**config.mk**
```make
export PLATFORM = sky130hd
export DESIGN_NAME = alu_decode
export DESIGN_NICKNAME = d
export VERILOG_FILES = /design/src/rtl/alu_defs_pkg.sv /design/src/rtl/alu_decode_skid_buffer.sv /design/src/rtl/alu_decode.sv
export SDC_FILE = /design/constraint.sdc
export NUM_CORES = 1
export LEC_CHECK = 0
export BUFFER_PORTS_ARGS = -buffer_cell sky130_fd_sc_hd__buf_2
export CAP_MARGIN = 15
export CORE_ASPECT_RATIO = 1.5
export CORE_MARGIN = 2
export CORE_UTILIZATION = 49
export DETAILED_ROUTE_END_ITERATION = 6
export PLACE_DENSITY_LB_ADDON = 0.05
export RECOVER_POWER = 25
export REMOVE_ABC_BUFFERS = 1
export SLEW_MARGIN = 20
export SYNTH_ARGS = -nofsm -noshare
export SYNTH_HDL_FRONTEND = slang
export SYNTH_SLANG_ARGS = --single-unit
```
**constraint.sdc**
```tcl
create_clock -name clk -period 2 [get_ports clk]
set_clock_uncertainty 0.05 [all_clocks]
set_input_delay 0.4 -clock clk [delete_from_list [all_inputs] [get_ports clk]]
set_output_delay 0.4 -clock clk [all_outputs]
set_load 0.005 [all_outputs]
```
**src/rtl/alu_defs_pkg.sv**
```systemverilog
// Shared RV32I decode constants and the ALU issue bundle layout.
// Used by the decode stage and by the ALU consuming alu_sel.
// No logic; constants and types only.
package alu_defs_pkg;

  localparam logic [6:0] OP_R   = 7'b0110011;
  localparam logic [6:0] OP_I   = 7'b0010011;
  localparam logic [6:0] OP_LUI = 7'b0110111;

  localparam logic [6:0] F7_BASE = 7'b0000000;
  localparam logic [6:0] F7_ALT  = 7'b0100000;

  localparam logic [2:0] F3_ADD  = 3'b000;
  localparam logic [2:0] F3_SLL  = 3'b001;
  localparam logic [2:0] F3_SLT  = 3'b010;
  localparam logic [2:0] F3_SLTU = 3'b011;
  localparam logic [2:0] F3_XOR  = 3'b100;
  localparam logic [2:0] F3_SR   = 3'b101;
  localparam logic [2:0] F3_OR   = 3'b110;
  localparam logic [2:0] F3_AND  = 3'b111;

  // alu_sel is {funct7,funct3}; these are the only selectors the ALU implements
  localparam logic [9:0] ALU_SEL_ADD = {F7_BASE, F3_ADD};
  localparam logic [9:0] ALU_SEL_SUB = {F7_ALT,  F3_ADD};
  localparam logic [9:0] ALU_SEL_SLL = {F7_BASE, F3_SLL};
  localparam logic [9:0] ALU_SEL_XOR = {F7_BASE, F3_XOR};
  localparam logic [9:0] ALU_SEL_SRL = {F7_BASE, F3_SR};
  localparam logic [9:0] ALU_SEL_SRA = {F7_ALT,  F3_SR};
  localparam logic [9:0] ALU_SEL_OR  = {F7_BASE, F3_OR};
  localparam logic [9:0] ALU_SEL_AND = {F7_BASE, F3_AND};

  typedef struct packed {
    logic [31:0] in0;
    logic [31:0] in1;
    logic [9:0]  sel;
    logic [4:0]  rd;
    logic        wb_en;
    logic        illegal;
  } alu_bundle_t;

  localparam int BUNDLE_W = $bits(alu_bundle_t);

endpackage

```
**src/rtl/alu_decode_skid_buffer.sv**
```systemverilog
// Output register plus one-entry skid for a W-bit payload.
// Latency: 1 cycle from input transfer to out_vld.
// Backpressure: stall diverts one entry to the skid; in_rdy (registered) drops while the skid is full.
module skid_buffer #(
  parameter int W = 8
) (
  input  logic         clk,
  input  logic         rst_n,
  input  logic         in_vld,
  output logic         in_rdy,
  input  logic [W-1:0] in_dat,
  output logic         out_vld,
  input  logic         out_rdy,
  output logic [W-1:0] out_dat
);

  logic         out_vld_q, out_vld_d;
  logic         skid_vld_q, skid_vld_d;
  logic         rdy_q;
  logic [W-1:0] out_dat_q;
  logic [W-1:0] skid_dat_q;
  logic         push;
  logic         load;

  assign push = in_vld && rdy_q;
  assign load = !out_vld_q || out_rdy;

  always_comb begin
    out_vld_d  = out_vld_q;
    skid_vld_d = skid_vld_q;
    if (load) begin
      if (skid_vld_q) begin
        out_vld_d  = 1'b1;
        skid_vld_d = 1'b0;
      end else begin
        out_vld_d  = push;
      end
    end else if (push) begin
      skid_vld_d = 1'b1;
    end
  end

  // rdy_q resets low so nothing is accepted while reset is held
  always_ff @(posedge clk or negedge rst_n) begin
    if (!rst_n) begin
      out_vld_q  <= 1'b0;
      skid_vld_q <= 1'b0;
      rdy_q      <= 1'b0;
      out_dat_q  <= '0;
      skid_dat_q <= '0;
    end else begin
      out_vld_q  <= out_vld_d;
      skid_vld_q <= skid_vld_d;
      rdy_q      <= !skid_vld_d;
      if (load) begin
        if (skid_vld_q) begin
          out_dat_q <= skid_dat_q;
        end else if (push) begin
          out_dat_q <= in_dat;
        end
      end else if (push) begin
        skid_dat_q <= in_dat;
      end
    end
  end

  assign in_rdy  = rdy_q;
  assign out_vld = out_vld_q;
  assign out_dat = out_dat_q;

endmodule

```
**src/rtl/alu_decode.sv**
```systemverilog
// Decode/issue stage: RV32I R-type, I-type ALU and LUI into a registered ALU bundle.
// Latency: 1 cycle, throughput 1/cycle.
// Backpressure: out_ready low holds the bundle; one extra entry is absorbed before in_ready drops.
module alu_decode
  import alu_defs_pkg::*;
#(
  parameter int CNT_W = 16
) (
  input  logic             clk,
  input  logic             rst_n,
  input  logic             in_valid,
  output logic             in_ready,
  input  logic [31:0]      instr,
  input  logic [31:0]      rs1_data,
  input  logic [31:0]      rs2_data,
  output logic             out_valid,
  input  logic             out_ready,
  output logic [31:0]      alu_in0,
  output logic [31:0]      alu_in1,
  output logic [9:0]       alu_sel,
  output logic [4:0]       rd,
  output logic             wb_en,
  output logic             illegal,
  output logic [CNT_W-1:0] decoded_cnt,
  output logic [CNT_W-1:0] illegal_cnt
);

  localparam logic [CNT_W-1:0] CNT_ONE = CNT_W'(1);

  logic [6:0]  opcode;
  logic [2:0]  f3;
  logic [6:0]  f7;
  logic        legal;
  alu_bundle_t dec;
  alu_bundle_t out_b;
  logic [BUNDLE_W-1:0] out_dat;

  assign opcode = instr[6:0];
  assign f3     = instr[14:12];
  assign f7     = instr[31:25];

  always_comb begin
    dec     = '0;
    legal   = 1'b0;
    dec.rd  = instr[11:7];
    unique case (opcode)
      OP_R: begin
        dec.in0 = rs1_data;
        dec.in1 = rs2_data;
        dec.sel = {f7, f3};
        case ({f7, f3})
          ALU_SEL_ADD, ALU_SEL_SUB, ALU_SEL_SLL, ALU_SEL_XOR,
          ALU_SEL_SRL, ALU_SEL_SRA, ALU_SEL_OR,  ALU_SEL_AND: legal = 1'b1;
          default: legal = 1'b0;
        endcase
      end
      OP_I: begin
        dec.in0 = rs1_data;
        dec.in1 = {{20{instr[31]}}, instr[31:20]};
        case (f3)
          F3_ADD: begin dec.sel = ALU_SEL_ADD; legal = 1'b1; end
          F3_XOR: begin dec.sel = ALU_SEL_XOR; legal = 1'b1; end
          F3_OR:  begin dec.sel = ALU_SEL_OR;  legal = 1'b1; end
          F3_AND: begin dec.sel = ALU_SEL_AND; legal = 1'b1; end
          F3_SLL: begin
            dec.in1 = {27'b0, instr[24:20]};
            dec.sel = ALU_SEL_SLL;
            legal   = (f7 == F7_BASE);
          end
          // immediate funct7 field selects logical vs arithmetic right shift
          F3_SR: begin
            dec.in1 = {27'b0, instr[24:20]};
            dec.sel = (f7 == F7_ALT) ? ALU_SEL_SRA : ALU_SEL_SRL;
            legal   = (f7 == F7_BASE) || (f7 == F7_ALT);
          end
          F3_SLT, F3_SLTU: legal = 1'b0;
          default:         legal = 1'b0;
        endcase
      end
      OP_LUI: begin
        dec.in1 = {instr[31:12], 12'b0};
        dec.sel = ALU_SEL_ADD;
        legal   = 1'b1;
      end
      default: legal = 1'b0;
    endcase
    if (!legal) begin
      dec.in0 = '0;
      dec.in1 = '0;
      dec.sel = '0;
    end
    dec.illegal = !legal;
    dec.wb_en   = legal && (dec.rd != 5'd0);
  end

  skid_buffer #(.W(BUNDLE_W)) u_skid (
    .clk     (clk),
    .rst_n   (rst_n),
    .in_vld  (in_valid),
    .in_rdy  (in_ready),
    .in_dat  (dec),
    .out_vld (out_valid),
    .out_rdy (out_ready),
    .out_dat (out_dat)
  );

  assign out_b   = alu_bundle_t'(out_dat);
  assign alu_in0 = out_b.in0;
  assign alu_in1 = out_b.in1;
  assign alu_sel = out_b.sel;
  assign rd      = out_b.rd;
  assign wb_en   = out_b.wb_en;
  assign illegal = out_b.illegal;

  always_ff @(posedge clk or negedge rst_n) begin
    if (!rst_n) begin
      decoded_cnt <= '0;
      illegal_cnt <= '0;
    end else if (out_valid && out_ready) begin
      if (out_b.illegal) begin
        if (illegal_cnt != '1) illegal_cnt <= illegal_cnt + CNT_ONE;
      end else begin
        if (decoded_cnt != '1) decoded_cnt <= decoded_cnt + CNT_ONE;
      end
    end
  end

endmodule

```
==> summary.txt <==
Critical path
  – Highest-delay cell along the critical path: or4b_2
  – RR Endpoint: decoded_cnt[4]
  – Cells on worst reg2reg path: 6
  – Worst Setup Start Kind: flip-flop
  – CP Launch Point: decoded_cnt[0]
  – Critical path class: flip-flop to flip-flop
  – Reg-to-Reg Start: decoded_cnt[0]
  – CP Data Required Time: 2.27 ns
  – Data arrival, critical path: roughly 2.2 ns
  – Worst path top cell family by delay: simple AND/OR/NAND/NOR gates
  – Largest stage delay, worst path: about 0.66 ns
  – WP buf/inv: 0
  – Crit Path Max Fanout: 4
  – Crit. End Element: flip-flop
  – Internal reg-to-reg setup slack: 0.08 ns
  – CP cell instances: ha_1 -> nand2_2 -> nor4_2 -> and2_1 -> or4b_2 -> xnor2_1

Clocking
  – CTS root buffer: clkbuf_16
  – Worst-Skew Late Latency: 0.44 ns
  – Number of buffers created by CTS: 17
  – Number of H-tree levels: 4
  – Clock slew at reported path FFs: roughly 0.07 ns
  – CTS tree: yes
  – Num Clock Sinks: just under 200
  – Clock Tree Buf Depth: 2
  – Setup bufs post-CTS: 0

Synthesis
  – Synth unique cells: just under 50
  – Top-area cell type share of the netlist area: a little over half
  – Mapped cell area: just over 9000 sq um
  – Number of enable flip-flop cells after synthesis: 0
  – Largest area contributor in the netlist: dfrtp_1
  – Post-synth top flop: dfrtp_1
  – Synthesized instance count: between 900 and 1,000
  – Register bit total from synthesis: 197
  – Top post-synthesis cells by area: dfrtp_1, nand2_1, o21ai_0
  – Post-synth ARST share: 100%
  – Syn_area_per_cell: approximately 9.8 sq um
  – Synth warnings: 0
  – Post-synthesis sequential area ratio: around 54%

Timing
  – WHS: 0.138 ns
  – Final worst slack: 0.0828 ns
  – Tcrit/Tclk final: a little over nine tenths
  – Worst rel slew slack: a little under a fifth
  – FMAX: 522 MHz
  – Slew Limit Fails: 0
  – Final setup violation count: 0
  – Unrepaired setup endpoints after global routing: no
  – Setup TNS: 0 ns
  – Min Tclk post-route: between 1.5 and 2 ns
  – Worst slew pin tran: around 1.2 ns
  – Fin. Hold Viols: 0

GRT
  – Vias in the first global route: between 7,000 and 8,000
  – First-pass GRT wire length: approximately 40 mm
  – Largest net degree at the start of global routing: between 70 and 80
  – Initial antenna violation count: 2
  – Tot GR Track Use: roughly a quarter
  – Total grt overflow: 0

Final layout
  – Nets: between 1,000 and 1,500
  – Share of layout cells above drive strength 1: 30.8%
  – Commonest non-fill, non-tap cell in the layout: buf_2
  – Fin cells: 1,442
  – Core Util, Final: between 60% and 70%
  – Area Overhead vs Synth: 26.2%
  – Most frequent cells in the layout: buf_2, dfrtp_1, nand2_1
  – Fillers: 1,636
  – Fin area: 11,600 sq um

Drt
  – Met2 WL post-DR: between 10 and 15 mm
  – DR iter-0 viols: approximately 420
  – Vias: between 7,000 and 8,000
  – Met1 WL: ~10 mm
  – Drt wl/cell: between 15 and 20 um
  – DRC: 0
  – Post-route ant nets: 0
  – Top Metal Used: met5
  – Via density: between 5 and 6
  – Drt total wl: roughly 25 mm
  – Initial DRT Pass Iterations: 5
  – Routed length on met3: between 1 and 1.5 mm

Flow run
  – Maximum capacitance violations: 0

Power and ir drop
  – Reg power frac: between 40% and 50%
  – Int Pwr: 6.97 mW
  – Comb pwr share: between 10% and 20%
  – Clock power share: 33.2%
  – Maximum VDD drop: a little under 0.6 mV
  – Net Sw Frac: between 20 and 30%
  – Tot Pwr: approximately 10 mW
  – Leak Pwr: about 5.5 nW
  – PwrDens: roughly 850 nW/um^2
  – Sw Pwr: 2.81 mW

Floorplanning
  – Die area: about 20,000 sq um
  – CORE AREA: approximately 18,000 sq um
  – I/O pin count: approximately 220
  – Die Span Y: around 170 um
  – Initial Utilization: 49.8%
  – Std-Cell Rows: 61
  – Chip width: around 120 um

Placement
  – GPL Wtd Cong: roughly 0.88
  – Placed cells: about 1,400
  – Pre-CTS setup slack: -0.404 ns
  – Dpl cell area: approximately 11,000 sq um
  – PortBufs: 214
  – HPWL after DPL: 17.0 mm

Outcome
  – Run status: finished clean

Min path
  – Hold crit path type: input port to flip-flop
  – Min-Delay Endpoint: u_skid.skid_dat_q[5]
  – Hold Crit Start: instr[10]
  – WHS Path Cells: 3
## power by group through the flow
stage / logic, mW / clock network, mW / registers (mW)
after floorplan: 0.725 / 0 / 4.78
after global placement: 1.86 / 0 / 4.72
after detailed placement: 1.90 / 0 / 4.73
after CTS: 1.90 / 3.33 / 4.66
after global routing: 2.11 / 3.49 / 4.70
final: 1.88 / 3.25 / 4.66
## worst register-to-register path: cells and delay by family (launching register included)
kind / cells / cell delay, ns
and+or+nand+nor: 4 / 1.01
xor gates and xnor gates: 1 / 0.14
DFF: 1 / 0.38
adders and majority gates: 1 / 0.22
## layer usage
metal	up-vias	track usage, %
met5	-	0
met4	2	8.43
met3	31	5.81
met2	227	42.4
met1	3865	33.9
li1	3830	-
## cell usage after synthesis, drive strengths merged (19+ instances only)
cell type and n:
xnor2 20, mux2 28, nor2 19, a21oi 47
a22o 32, clkbuf 54, nand3 50, o31ai 62
dfrtp 197, nand2 190, o21ai 101, and3 28
## what timing repair did
item,CTS,global route
endpoints found under the setup margin,0,91
hold buffers,1,0
gates resized for setup,0,3
hold endpoints to repair,44,0
## flip-flops by register name, indices dropped and copies added (netlist names)
signal             flops
u_skid.skid_dat_q     81
u_skid.out_vld         1
decoded_cnt           16
u_skid.out_dat        81
u_skid.in_rdy          1
u_skid.skid_vld_q      1
illegal_cnt           16
## final cells by class
class                      count  area [sq um]  share of cell area [%]
sequential                   197          4930                    42.7
clock buffer                  21           450                    3.90
tap                          252           315                    2.73
antenna                        1          2.50                  0.0217
inverter                       6          22.5                   0.195
timing repair buffer         293          1810                    15.6
clock inverter                11           104                   0.899
multi-input combinational    661          3920                    33.9
## logic make-up after synthesis
| group | after synthesis | share of synthesized area (%) |
|---|---|---|
| adder cells (fa/ha/maj) | 2 | 0.273 |
| buffers and inverters | 78 | 3.73 |
| XOR/XNOR | 27 | 2.58 |
| AND/OR/NAND/NOR | 340 | 17.4 |
| multiplexers | 33 | 3.99 |
| AO/OA/AOI/OAI | 259 | 18.2 |
| flip-flops | 197 | 53.9 |
## how the worst max path moves through the flow
stage	end	slack [ns]	depth (start not counted)
CTS	u_skid.out_dat[74]	0.04	8
detailed placement	u_skid.out_dat[52]	-0.40	8
finish	decoded_cnt[4]	0.08	6
global placement	u_skid.out_dat[62]	-0.34	8
floorplan	u_skid.out_dat[9]	-3.89	5
global route	decoded_cnt[4]	0.01	6
Power figures use the tool's default switching activity.
